===== config.mk =====
export PLATFORM = sky130hd
export DESIGN_NAME = display_mux_relogio
export DESIGN_NICKNAME = d
export VERILOG_FILES = /design/src/rtl/display_mux_relogio.sv
export SDC_FILE = /design/constraint.sdc
export NUM_CORES = 1
export LEC_CHECK = 0
export CORE_MARGIN = 2
export CORE_UTILIZATION = 55
export CTS_CLUSTER_DIAMETER = 60
export CTS_CLUSTER_SIZE = 40
export DETAILED_ROUTE_END_ITERATION = 8
export GPL_TIMING_DRIVEN = 0
export PLACE_DENSITY = 0.84
export SYNTH_ARGS = -nofsm -noshare
export SYNTH_HDL_FRONTEND = slang
export SYNTH_SLANG_ARGS = --single-unit

===== constraint.sdc =====
create_clock -name clk -period 2.8 [get_ports clk]
set_clock_uncertainty 0.15 [all_clocks]
set_input_delay 0.28 -clock clk [delete_from_list [all_inputs] [get_ports clk]]
set_output_delay 0.28 -clock clk [all_outputs]
set_load 0.01 [all_outputs]

===== src/rtl/display_mux_relogio.sv =====
// Time-multiplexed 4-digit 7-segment driver for the BCD clock counters.
// Captures the four digits once per frame, and supports leading-zero blanking and minutes blink.
module display_mux_relogio #(
    parameter int unsigned SCAN_DIV       = 50000,
    parameter int unsigned BLINK_DIV      = 250,
    parameter bit          SEG_ACTIVE_LOW = 1'b1,
    parameter bit          DIG_ACTIVE_LOW = 1'b1
) (
    input  logic       clk,
    input  logic       clear,
    input  logic [3:0] sec_units,
    input  logic [3:0] sec_tens,
    input  logic [3:0] min_units,
    input  logic [3:0] min_tens,
    input  logic       blank_lz,
    input  logic       blink_en,
    output logic [6:0] seg,
    output logic       dp,
    output logic [3:0] an,
    output logic       scan_tick
);

    localparam int unsigned PW = (SCAN_DIV > 1) ? $clog2(SCAN_DIV) : 1;
    localparam int unsigned BW = (BLINK_DIV > 1) ? $clog2(BLINK_DIV) : 1;

    localparam logic [PW-1:0] PRESC_MAX = PW'(SCAN_DIV - 1);
    localparam logic [BW-1:0] BLINK_MAX = BW'(BLINK_DIV - 1);

    // Pin levels for the dark state, so reset and blanking share one definition.
    localparam logic [6:0] SEG_OFF = SEG_ACTIVE_LOW ? 7'h7F : 7'h00;
    localparam logic       DP_OFF  = SEG_ACTIVE_LOW ? 1'b1 : 1'b0;
    localparam logic [3:0] AN_OFF  = DIG_ACTIVE_LOW ? 4'hF : 4'h0;

    // ------------------------------------------------------------------
    // State
    // ------------------------------------------------------------------
    logic [PW-1:0] presc_q, presc_d;
    logic [1:0]    idx_q, idx_d;
    logic [BW-1:0] blink_cnt_q, blink_cnt_d;
    logic          phase_q, phase_d;
    logic          scan_tick_q, scan_tick_d;

    logic [3:0]    sh_su_q, sh_su_d;
    logic [3:0]    sh_st_q, sh_st_d;
    logic [3:0]    sh_mu_q, sh_mu_d;
    logic [3:0]    sh_mt_q, sh_mt_d;

    logic [6:0]    seg_q, seg_d;
    logic          dp_q, dp_d;
    logic [3:0]    an_q, an_d;

    logic          tick;

    // Active-high {g,f,e,d,c,b,a}; non-BCD codes render as a dash.
    function automatic logic [6:0] bcd_to_seg(input logic [3:0] v);
        logic [6:0] s;
        case (v)
            4'd0:    s = 7'h3F;
            4'd1:    s = 7'h06;
            4'd2:    s = 7'h5B;
            4'd3:    s = 7'h4F;
            4'd4:    s = 7'h66;
            4'd5:    s = 7'h6D;
            4'd6:    s = 7'h7D;
            4'd7:    s = 7'h07;
            4'd8:    s = 7'h7F;
            4'd9:    s = 7'h6F;
            default: s = 7'h40;
        endcase
        return s;
    endfunction

    // ------------------------------------------------------------------
    // Prescaler, slot index, scan tick
    // ------------------------------------------------------------------
    assign tick = (presc_q == PRESC_MAX);

    always_comb begin
        presc_d     = tick ? '0 : presc_q + 1'b1;
        idx_d       = tick ? idx_q + 2'd1 : idx_q;
        scan_tick_d = tick;
    end

    // ------------------------------------------------------------------
    // Frame-coherent capture: all digits load together as the scan wraps to slot 0
    // ------------------------------------------------------------------
    always_comb begin
        sh_su_d = sh_su_q;
        sh_st_d = sh_st_q;
        sh_mu_d = sh_mu_q;
        sh_mt_d = sh_mt_q;
        if (tick && (idx_q == 2'd3)) begin
            sh_su_d = sec_units;
            sh_st_d = sec_tens;
            sh_mu_d = min_units;
            sh_mt_d = min_tens;
        end
    end

    // ------------------------------------------------------------------
    // Blink timing; held at zero while disabled so a new blink starts visible
    // ------------------------------------------------------------------
    always_comb begin
        blink_cnt_d = blink_cnt_q;
        phase_d     = phase_q;
        if (!blink_en) begin
            blink_cnt_d = '0;
            phase_d     = 1'b0;
        end else if (tick) begin
            if (blink_cnt_q == BLINK_MAX) begin
                blink_cnt_d = '0;
                phase_d     = ~phase_q;
            end else begin
                blink_cnt_d = blink_cnt_q + 1'b1;
            end
        end
    end

    // ------------------------------------------------------------------
    // Digit select, blanking and pin polarity
    // ------------------------------------------------------------------
    logic [3:0] digit;
    logic       blank;
    logic [6:0] seg_hi;
    logic [3:0] an_hi;
    logic       dp_hi;

    always_comb begin
        digit = sh_su_q;
        unique case (idx_q)
            2'd0: digit = sh_su_q;
            2'd1: digit = sh_st_q;
            2'd2: digit = sh_mu_q;
            2'd3: digit = sh_mt_q;
        endcase

        blank = 1'b0;
        if (blank_lz && (idx_q == 2'd3) && (sh_mt_q == 4'd0)) begin
            blank = 1'b1;
        end
        // Slots 2 and 3 are the minutes digits.
        if (blink_en && phase_q && idx_q[1]) begin
            blank = 1'b1;
        end

        seg_hi = blank ? 7'h00 : bcd_to_seg(digit);
        an_hi  = blank ? 4'h0 : (4'b0001 << idx_q);
        dp_hi  = !blank && (idx_q == 2'd2);

        seg_d = SEG_ACTIVE_LOW ? ~seg_hi : seg_hi;
        dp_d  = SEG_ACTIVE_LOW ? ~dp_hi : dp_hi;
        an_d  = DIG_ACTIVE_LOW ? ~an_hi : an_hi;
    end

    // ------------------------------------------------------------------
    // Registers
    // ------------------------------------------------------------------
    always_ff @(posedge clk or negedge clear) begin
        if (!clear) begin
            presc_q     <= '0;
            idx_q       <= 2'd0;
            scan_tick_q <= 1'b0;
            blink_cnt_q <= '0;
            phase_q     <= 1'b0;
            sh_su_q     <= 4'd0;
            sh_st_q     <= 4'd0;
            sh_mu_q     <= 4'd0;
            sh_mt_q     <= 4'd0;
            seg_q       <= SEG_OFF;
            dp_q        <= DP_OFF;
            an_q        <= AN_OFF;
        end else begin
            presc_q     <= presc_d;
            idx_q       <= idx_d;
            scan_tick_q <= scan_tick_d;
            blink_cnt_q <= blink_cnt_d;
            phase_q     <= phase_d;
            sh_su_q     <= sh_su_d;
            sh_st_q     <= sh_st_d;
            sh_mu_q     <= sh_mu_d;
            sh_mt_q     <= sh_mt_d;
            seg_q       <= seg_d;
            dp_q        <= dp_d;
            an_q        <= an_d;
        end
    end

    assign seg       = seg_q;
    assign dp        = dp_q;
    assign an        = an_q;
    assign scan_tick = scan_tick_q;

endmodule


==> impl_metrics.yaml, run 1 <==
status:
  status: "complete, no violations"
synth:
  ys_types: 44
  ys_warn_count: 0
  synthMuxAreaShare: 0.123
  synthesis.nets: 274
  synth_xor_area_frac: 0.0377
  syn_avg_cell_area_um2: 11.6
  synth_fa_ha_area_frac: 0.0584
  synth_top_family_by_area: "simple AND/OR/NAND/NOR gates"
  synth_ff_type: "dfrtp_1"
  ys_seq_elements: 55
  yosys.area_share.simple: 0.159
  yosysSeqAreaShare: 0.499
  synthesis.area_um2: 2790
  postSynth.asyncResetShare: 1.00
  syn_inst: 241
  synth-edff-count: 0
  synth-compound-area-share: 0.0786
final_layout:
  syn_to_final_growth_pct: 18.1
  fin_cells: 349
  nNetsFinal: 314
  final_cell_area_um2: 3290
  final_layout_size_suffix_gt1_frac: 0.184
  antennaDiodeCount: 0
placed_design:
  port_buffers: 31
  post-place-cells: 340
  place_area_um2: 3190
  place_hpwl_um: 3680
  dp_slack_ns: 0.273
  globalplace.congestion: 0.784
pwr:
  internal_power_w: 0.00106
  ir_drop_mv: 0.272
  power.switching_w: 0.000313
  p_per_area_nw_per_um2: 418
  combPwrFrac: 0.086
  p_clk_frac: 0.309
  switching_share: 0.227
  pwr-share-seq: 0.605
  leakagePower_nw: 1.44
timing:
  worstMarginPinSlew_ns: 0.555
  layout_setup_ws_ns: 0.235
  min_period_ns: 2.57
  setup_viol: 0
  fin_crit_sh: 0.916
  final_hold_viol_count: 0
  rsz0062_at_grt: "yes"
  drv_slew: 0
  max_freq_mhz: 390
  tns_ns: 0
  relSlewSlack: 0.625
detailed_routing:
  ant_nets: 0
  wirelength_um: 5330
  remaining_drc_errors: 0
  met3WireLength_um: 156
  wl_per_cell_um: 15.3
  drt-met1-wl_um: 2470
  viasPerCell: 5.61
  dr_wl_met2_um: 2650
  drtIter0Drc: 93
  dr.pass1.iters: 4
  highest_layer: "met4"
  route.vias.total: 1959
clock_network:
  cts_sinks: 55
  cts_resized: 0
  clockBufferDepth: 2
  htree_num_levels: 2
  cts_buffers: 5
  cts-root-buf: "clkbuf_8"
  cts_tree: "done"
  clk_latency_ns: 0.30
  clk_pin_slew_worst_paths_ns: 0.10
global_route:
  grt.overflow.total: 0
  grt_pass1_vias: 1859
  antenna_found_initial: 0
  grt_max_degree: 40
  grt_pass1_wl_um: 8760
  grt_usage: 0.208
die:
  ioPinCount: 33
  die-area_um2: 5650
  rows: 25
  coreArea_um2: 4820
  start_util: 0.578
  die_h_um: 75.2
  die_w_um: 75.2
flow_run:
  drv_cap: 0
worst_setup_path:
  cp-start-kind: "register"
  cp_max_fo: 6
  critPathRequiredTime_ns: 2.89
  worst_ep_arrival_time_ns: 2.66
  critPathKind: "register to register"
  cp-end-kind: "register"
worst_hold_path:
  hold_class: "input pin to register"
==> worst paths after layout <==
check / slack (ns) / startpoint / cells past startpoint / end
hold reg to reg: 0.34 / presc_q[0] / 1 / presc_q[0]
setup / recovery: 0.23 / idx_q[0] / 8 / seg[5]
min in group asynchronous: 0.28 / clear / 2 / blink_cnt_q[3]
max in group asynchronous: 1.63 / clear / 3 / seg[5]
setup reg to reg: 0.23 / idx_q[0] / 8 / seg[5]
hold / removal: 0.22 / blink_en / 3 / blink_cnt_q[6]
==> power by group through the flow <==
stage | Combinational [W] | Clock [W] | Sequential (W)
after floorplan | 0.0000443 | 0 | 0.000847
after global placement | 0.000113 | 0 | 0.000844
after detailed placement | 0.000118 | 0 | 0.000845
after CTS | 0.000119 | 0.000440 | 0.000831
after global routing | 0.000131 | 0.000475 | 0.000833
final | 0.000118 | 0.000425 | 0.000831
==> worst max-delay path: stages (launching register included) <==
cell and delay, ns:
dfrtp_1 0.41, inv_1 0.16, ha_1 0.17, clkbuf_1 0.29, mux2i_1 0.48, inv_1 0.22
ha_1 0.24, mux2_2 0.26, a21oi_1 0.13
==> cell usage in the layout (no fill, tap or decap), types with 6 or more instances in the layout <==
master,instances
nor2_1,11
nand4_1,6
mux2i_1,9
mux2_2,9
nand2_1,11
o21ai_0,11
xnor2_1,7
nor4_1,6
nand3_1,7
dfrtp_1,44
clkdlybuf4s50_1,30
mux2_4,10
a21oi_1,11
nor3_1,6
dfstp_2,11
ha_1,13
inv_1,18
==> stage by stage <==
stage	hold WS, ns	util	total power, W
3_3_place_gp	0.317	0.660	0.000957
6_report	0.216	0.683	0.00137
2_1_floorplan	-0.166	-	0.000892
5_1_grt	0.253	0.683	0.00144
3_5_place_dp	0.0874	0.663	0.000963
4_1_cts	0.208	0.683	0.00139
==> area by class of cell <==
class	instances	area (um^2)
Timing Repair Buffer	33	335
Clock inverter	2	11.3
Tap cell	67	83.8
Fill cell	367	1530
Buffer	7	55.1
Multi-Input combinational cell	161	1270
Clock buffer	6	72.6
Inverter	18	67.6
Sequential cell	55	1390
==> timing repair <==
item,4_1_cts,5_1_grt
setup buffers,0,0
hold endpoints to repair,16,0
setup endpoints to repair,0,2
hold buffers,1,0
==> Yosys cell counts (4+ instances only) <==
cell type / n / share of area
nand4_1: 6 / 0.013
ha_1: 13 / 0.058
mux2i_1: 9 / 0.032
o211ai_1: 4 / 0.011
nand3_1: 7 / 0.013
nand2_1: 11 / 0.015
o21ai_0: 11 / 0.020
nor3_1: 6 / 0.011
xor2_1: 5 / 0.016
nand2b_1: 4 / 0.0090
xnor2_1: 7 / 0.022
nor2_1: 11 / 0.015
dfrtp_1: 44 / 0.40
inv_1: 18 / 0.024
dfstp_2: 11 / 0.10
a21oi_1: 11 / 0.020
nor4_1: 6 / 0.013
mux2_2: 9 / 0.036
mux2_4: 10 / 0.054
a222oi_1: 4 / 0.014
==> logic make-up (layout without fill, tap and decap cells) <==
family,after synthesis,in the layout
compound gates,35,35
xor+xnor,12,12
fa+ha+maj,13,13
buf+inv,25,66
flops,55,55
mux,28,28
simple gates,73,73
==> sequential cells by signal, summed over array words and instances (netlist names) <==
register     cells
presc_q         16
blink_cnt_q      8
seg              7
an               4
sh_mt_q          4
sh_mu_q          4
sh_st_q          4
sh_su_q          4
idx_q            2
phase_q          1
scan_tick        1
==> layer usage <==
layer,global-route usage,vias up
li1,-,941
met1,0.287,974
met2,0.323,40
met3,0.0482,4
met4,0.0780,0
met5,0,-
No activity file was read; power rests on OpenSTA's default activity.
==> run 2: changes to the inputs <==
Settings changed: CORE_UTILIZATION 55 to 45, PLACE_DENSITY 0.84 to 0.74.
Clock period 2.8 ns to 2.3 ns, I/O delays scaled along.
==> run 2 against run 1 <==
  * Register-to-register slack got worse by 0.13 ns
  * Flip-flop and latch count did not move
  * Via count rose by 1.9%
  * Clock-buffer cell count rose by 2
  * Total power rose by 23%
  * Critical endpoint unchanged
  * Global-route usage fell by 3.6 points
==> impl_metrics.yaml, run 2 (synthesized netlist as in run 1, its figures left out) <==
status:
  status: "complete, no violations"
timing:
  min_period_ns: 2.20
  final_hold_viol_count: 0
  layout_setup_ws_ns: 0.103
  worstMarginPinSlew_ns: 0.575
  max_freq_mhz: 455
  relSlewSlack: 0.612
  fin_crit_sh: 0.955
  drv_slew: 0
  setup_viol: 0
clock_network:
  cts_tree: "done"
  cts_sinks: 55
  cts-root-buf: "clkbuf_8"
  clockBufferDepth: 2
  htree_num_levels: 2
  clk_pin_slew_worst_paths_ns: 0.09
  clk_latency_ns: 0.30
  cts_buffers: 5
detailed_routing:
  drtIter0Drc: 82
  ant_nets: 0
  dr.pass1.iters: 4
  route.vias.total: 1996
  wirelength_um: 5410
  viasPerCell: 5.53
  wl_per_cell_um: 15.0
  remaining_drc_errors: 0
placed_design:
  place_hpwl_um: 3860
  globalplace.congestion: 0.898
  dp_slack_ns: -0.234
  port_buffers: 31
  place_area_um2: 3200
global_route:
  gr-max-usage-layer: "met2"
  grt.overflow.total: 0
  antenna_found_initial: 0
  grt_max_degree: 38
  grt_pass1_vias: 1904
  use_met2: 0.271
  grt_pass1_wl_um: 8960
  met1_usage: 0.240
  use_met3: 0.0337
  grt_usage: 0.173
final_layout:
  top_register: "presc_q"
  layout_common_cells: "dfrtp_1 (43), clkdlybuf4s50_1 (30), inv_1 (14)"
  largest_reg_flops: 16
  fillers: 524
  final_layout_size_suffix_gt1_frac: 0.248
  final_cell_area_um2: 3400
  antennaDiodeCount: 0
  nNetsFinal: 318
  syn_to_final_growth_pct: 22.0
  final_common_cell: "dfrtp_1"
  fin_util: 0.570
worst_setup_path:
  cp-end-kind: "register"
  worst-r2r-setup-slack_ns: 0.10
  cp_max_fo: 5
  worst_ep_arrival_time_ns: 2.28
  critPathRequiredTime_ns: 2.38
  critPathKind: "register to register"
  r2r_start: "idx_q[1]"
  r2r_end: "seg[5]"
  cp-startpoint: "idx_q[1]"
  r2r_cells: 8
  cp-start-kind: "register"
pwr:
  combPwrFrac: 0.091
  power.switching_w: 0.000384
  p_clk_frac: 0.309
  switching_share: 0.228
  pwr-share-seq: 0.600
  ir_drop_mv: 0.219
  internal_power_w: 0.00130
  p_per_area_nw_per_um2: 496
  leakagePower_nw: 1.44
die:
  start_util: 0.468
  coreArea_um2: 5960
  die_h_um: 82.7
  rows: 28
  die_w_um: 82.7
  die-area_um2: 6830
  ioPinCount: 33
worst_hold_path:
  min_to: "blink_cnt_q[5]"
  hold_start: "blink_en"
  min_path_cells: 3
  hold_class: "input pin to register"
flow_run:
  drv_cap: 0
run 2: cell count changes in the layout (fill, tap and decap cells not counted), sizes merged:
cell | previous run | this run
buf | 7 | 12
clkbuf | 8 | 9
clkinv | 1 | 0
inv | 19 | 18
run 2: worst max path at each step:
stage                      end  slack [ns]
finish                  seg[5]        0.10
global placement    sh_su_q[1]       -0.80
detailed placement      seg[3]       -0.23
floorplan               seg[3]        0.10
CTS                     seg[3]        0.02
global route            seg[5]       -0.04
run 2: metrics by stage:
step                TNS [ns]  power (W)  hold slack [ns]  instances
CTS                        0    0.00170            0.165        357
global route         -0.0479    0.00175            0.199        361
floorplan                  0    0.00109           -0.216        241
detailed placement    -0.799    0.00117           0.0501        348
global placement      -37.94    0.00117            0.316        347
finish                     0    0.00168            0.181        361
run 2: critical path, cell delays in order, from the launching register on:
cell and delay, ns:
dfrtp_2 0.43, inv_2 0.08, ha_2 0.22, a222oi_1 0.40, mux2i_2 0.16, buf_4 0.18, ha_1 0.22, nor4_2 0.21
a21oi_1 0.08
run 2: area by class of cell:
type | instances | area (um^2) | area share
flip-flops and latches | 55 | 1390 | 0.410
multi-input cells | 161 | 1340 | 0.393
repair buffers | 38 | 373 | 0.110
well taps | 75 | 93.8 | 0.0276
clock buffers | 8 | 80.1 | 0.0236
inverters | 18 | 70.1 | 0.0206
plain buffers | 6 | 52.6 | 0.0155
run 2: power groups by stage:
stage	clock (W)	combinational, W	sequential (W)
after detailed placement	0	0.000144	0.00103
after global placement	0	0.000139	0.00103
after global routing	0.000569	0.000167	0.00101
after CTS	0.000536	0.000150	0.00101
final	0.000521	0.000153	0.00101
after floorplan	0	0.0000539	0.00103
run 2: timing repair:
| action | 4_1_cts | 5_1_grt |
|---|---|---|
| resized for setup | 8 | 13 |
| hold buffers | 1 | 0 |
| pin swaps | 1 | 8 |
| endpoints found under the setup margin | 6 | 18 |
| endpoints found under the hold margin | 18 | 0 |
| setup buffers | 1 | 4 |
run 2: per-layer routing:
metal / up-vias / part of all wire / routed length [um]
met5: - / 0 / 0
met4: 0 / 0.016 / 87
met3: 10 / 0.039 / 211
met2: 53 / 0.51 / 2740
met1: 986 / 0.44 / 2370
li1: 947 / - / -
==> run 3: changes to the inputs <==
Settings changed: PLACE_DENSITY 0.74 to unset, PLACE_DENSITY_LB_ADDON set to 0.08.
==> run 3 against run 2 <==
  * Global-route usage decreased by 0.40 points
  * Clock power increased by 25%
  * Sequential share of layout area decreased by 0.43 points
  * Critical endpoint is now seg[1]
==> impl_metrics.yaml, run 3 (synthesized netlist as in run 1, its figures left out) <==
status:
  status: "complete, no violations"
pwr:
  p_per_area_nw_per_um2: 526
  switching_share: 0.222
  power.total_w: 0.00181
  ir_drop_mv: 0.279
  leakagePower_nw: 1.47
  power.switching_w: 0.000401
  combPwrFrac: 0.083
  p_clk_frac: 0.359
  pwr-share-seq: 0.559
  internal_power_w: 0.00141
detailed_routing:
  remaining_drc_errors: 0
  ant_nets: 0
  wirelength_um: 5250
  viasPerCell: 5.30
  wl_per_cell_um: 14.4
  route.vias.total: 1931
  dr.pass1.iters: 4
  drtIter0Drc: 82
placed_design:
  post-place-cells: 348
  port_buffers: 31
  globalplace.congestion: 0.834
  place_area_um2: 3200
  place_hpwl_um: 3660
timing:
  fin_crit_sh: 0.961
  relSlewSlack: 0.627
  min_period_ns: 2.21
  drv_slew: 0
  max_freq_mhz: 452
  worstMarginPinSlew_ns: 0.553
  setup_viol: 0
  final_hold_viol_count: 0
clock_network:
  clk_pin_slew_worst_paths_ns: 0.10
  clk_latency_ns: 0.31
  cts_sinks: 55
  cts_buffers: 5
  cts_tree: "done"
  htree_num_levels: 2
  cts-root-buf: "clkbuf_8"
  clockBufferDepth: 2
global_route:
  grt_pass1_wl_um: 8710
  grt_usage: 0.169
  grt_pass1_vias: 1815
  grt_max_degree: 40
  antenna_found_initial: 0
  grt.overflow.total: 0
final_layout:
  layout_common_cells: "dfrtp_1 (42), clkdlybuf4s50_1 (30), inv_1 (14)"
  fillers: 544
  final_layout_size_suffix_gt1_frac: 0.266
  final_cell_area_um2: 3440
  syn_to_final_growth_pct: 23.4
  nNetsFinal: 321
  antennaDiodeCount: 0
  fin_cells: 364
  final_common_cell: "dfrtp_1"
  top_register: "presc_q"
  largest_reg_flops: 16
die:
  die-area_um2: 6830
  start_util: 0.468
  ioPinCount: 33
  die_w_um: 82.7
  die_h_um: 82.7
  rows: 28
  coreArea_um2: 5960
worst_setup_path:
  cp_max_fo: 5
  cp-start-kind: "register"
  critPathRequiredTime_ns: 2.39
  worst_ep_arrival_time_ns: 2.30
  critPathKind: "register to register"
  cp-end-kind: "register"
worst_hold_path:
  hold_class: "input pin to register"
flow_run:
  drv_cap: 0
[run 3: critical path: stages, from the launching register on]
cell and delay, ns:
dfrtp_2 0.43, inv_2 0.08, ha_4 0.18, a222oi_1 0.45
mux2i_2 0.17, inv_2 0.11, ha_1 0.25, nor2b_1 0.14
o21ai_0 0.17
[run 3: power groups by stage]
stage / sequential [W] / clock (W) / combinational (W)
6_report: 0.00101 / 0.000649 / 0.000150
5_1_grt: 0.00101 / 0.000712 / 0.000168
4_1_cts: 0.00101 / 0.000675 / 0.000149
3_5_place_dp: 0.00103 / 0 / 0.000144
3_3_place_gp: 0.00103 / 0 / 0.000140
2_1_floorplan: 0.00103 / 0 / 0.0000539
[run 3: worst paths after layout]
kind | from | endpoint | slack [ns] | cells after the start
worst max-delay path | idx_q[0] | seg[1] | 0.09 | 8
worst min-delay path | blink_en | blink_cnt_q[6] | 0.16 | 3
worst max register to register | idx_q[0] | seg[1] | 0.09 | 8
worst min register to register | presc_q[15] | presc_q[15] | 0.34 | 1
max in group asynchronous | clear | an[1] | 1.19 | 3
min in group asynchronous | clear | blink_cnt_q[3] | 0.21 | 2
[run 3: layout make-up]
cell class	instances	area (um^2)	area share
Sequential cell	55	1390	0.405
Multi-Input combinational cell	161	1320	0.385
Timing Repair Buffer	41	395	0.115
Tap cell	75	93.8	0.0273
Clock buffer	5	68.8	0.0200
Inverter	18	67.6	0.0197
Buffer	6	52.6	0.0153
Clock inverter	3	43.8	0.0127
[run 3: stage by stage]
stage                     setup TNS (ns)  hold slack (ns)  worst slack, ns   util
final                                  0            0.157           0.0891  0.577
after global routing              -0.100            0.207          -0.0431  0.577
after detailed placement          -0.728           0.0369           -0.190  0.538
after global placement            -42.30            0.320           -0.883  0.536
after CTS                        -0.0134            0.156          -0.0134  0.564
after floorplan                        0           -0.216            0.103      -
[run 3: repair_timing]
item	4_1_cts	5_1_grt
buffers inserted	2	6
hold buffers	1	0
pin swaps	1	5
setup endpoints to repair	5	18
endpoints found under the hold margin	6	0
gates cloned	0	0
gates resized for setup	8	13
[run 3: routing by layer]
layer | share of wire | GRT usage | vias up
met2 | 0.44 | 0.244 | 29
met3 | 0.032 | 0.0370 | 6
li1 | - | - | 949
met1 | 0.51 | 0.250 | 947
met5 | 0 | 0 | -
met4 | 0.014 | 0.0541 | 0
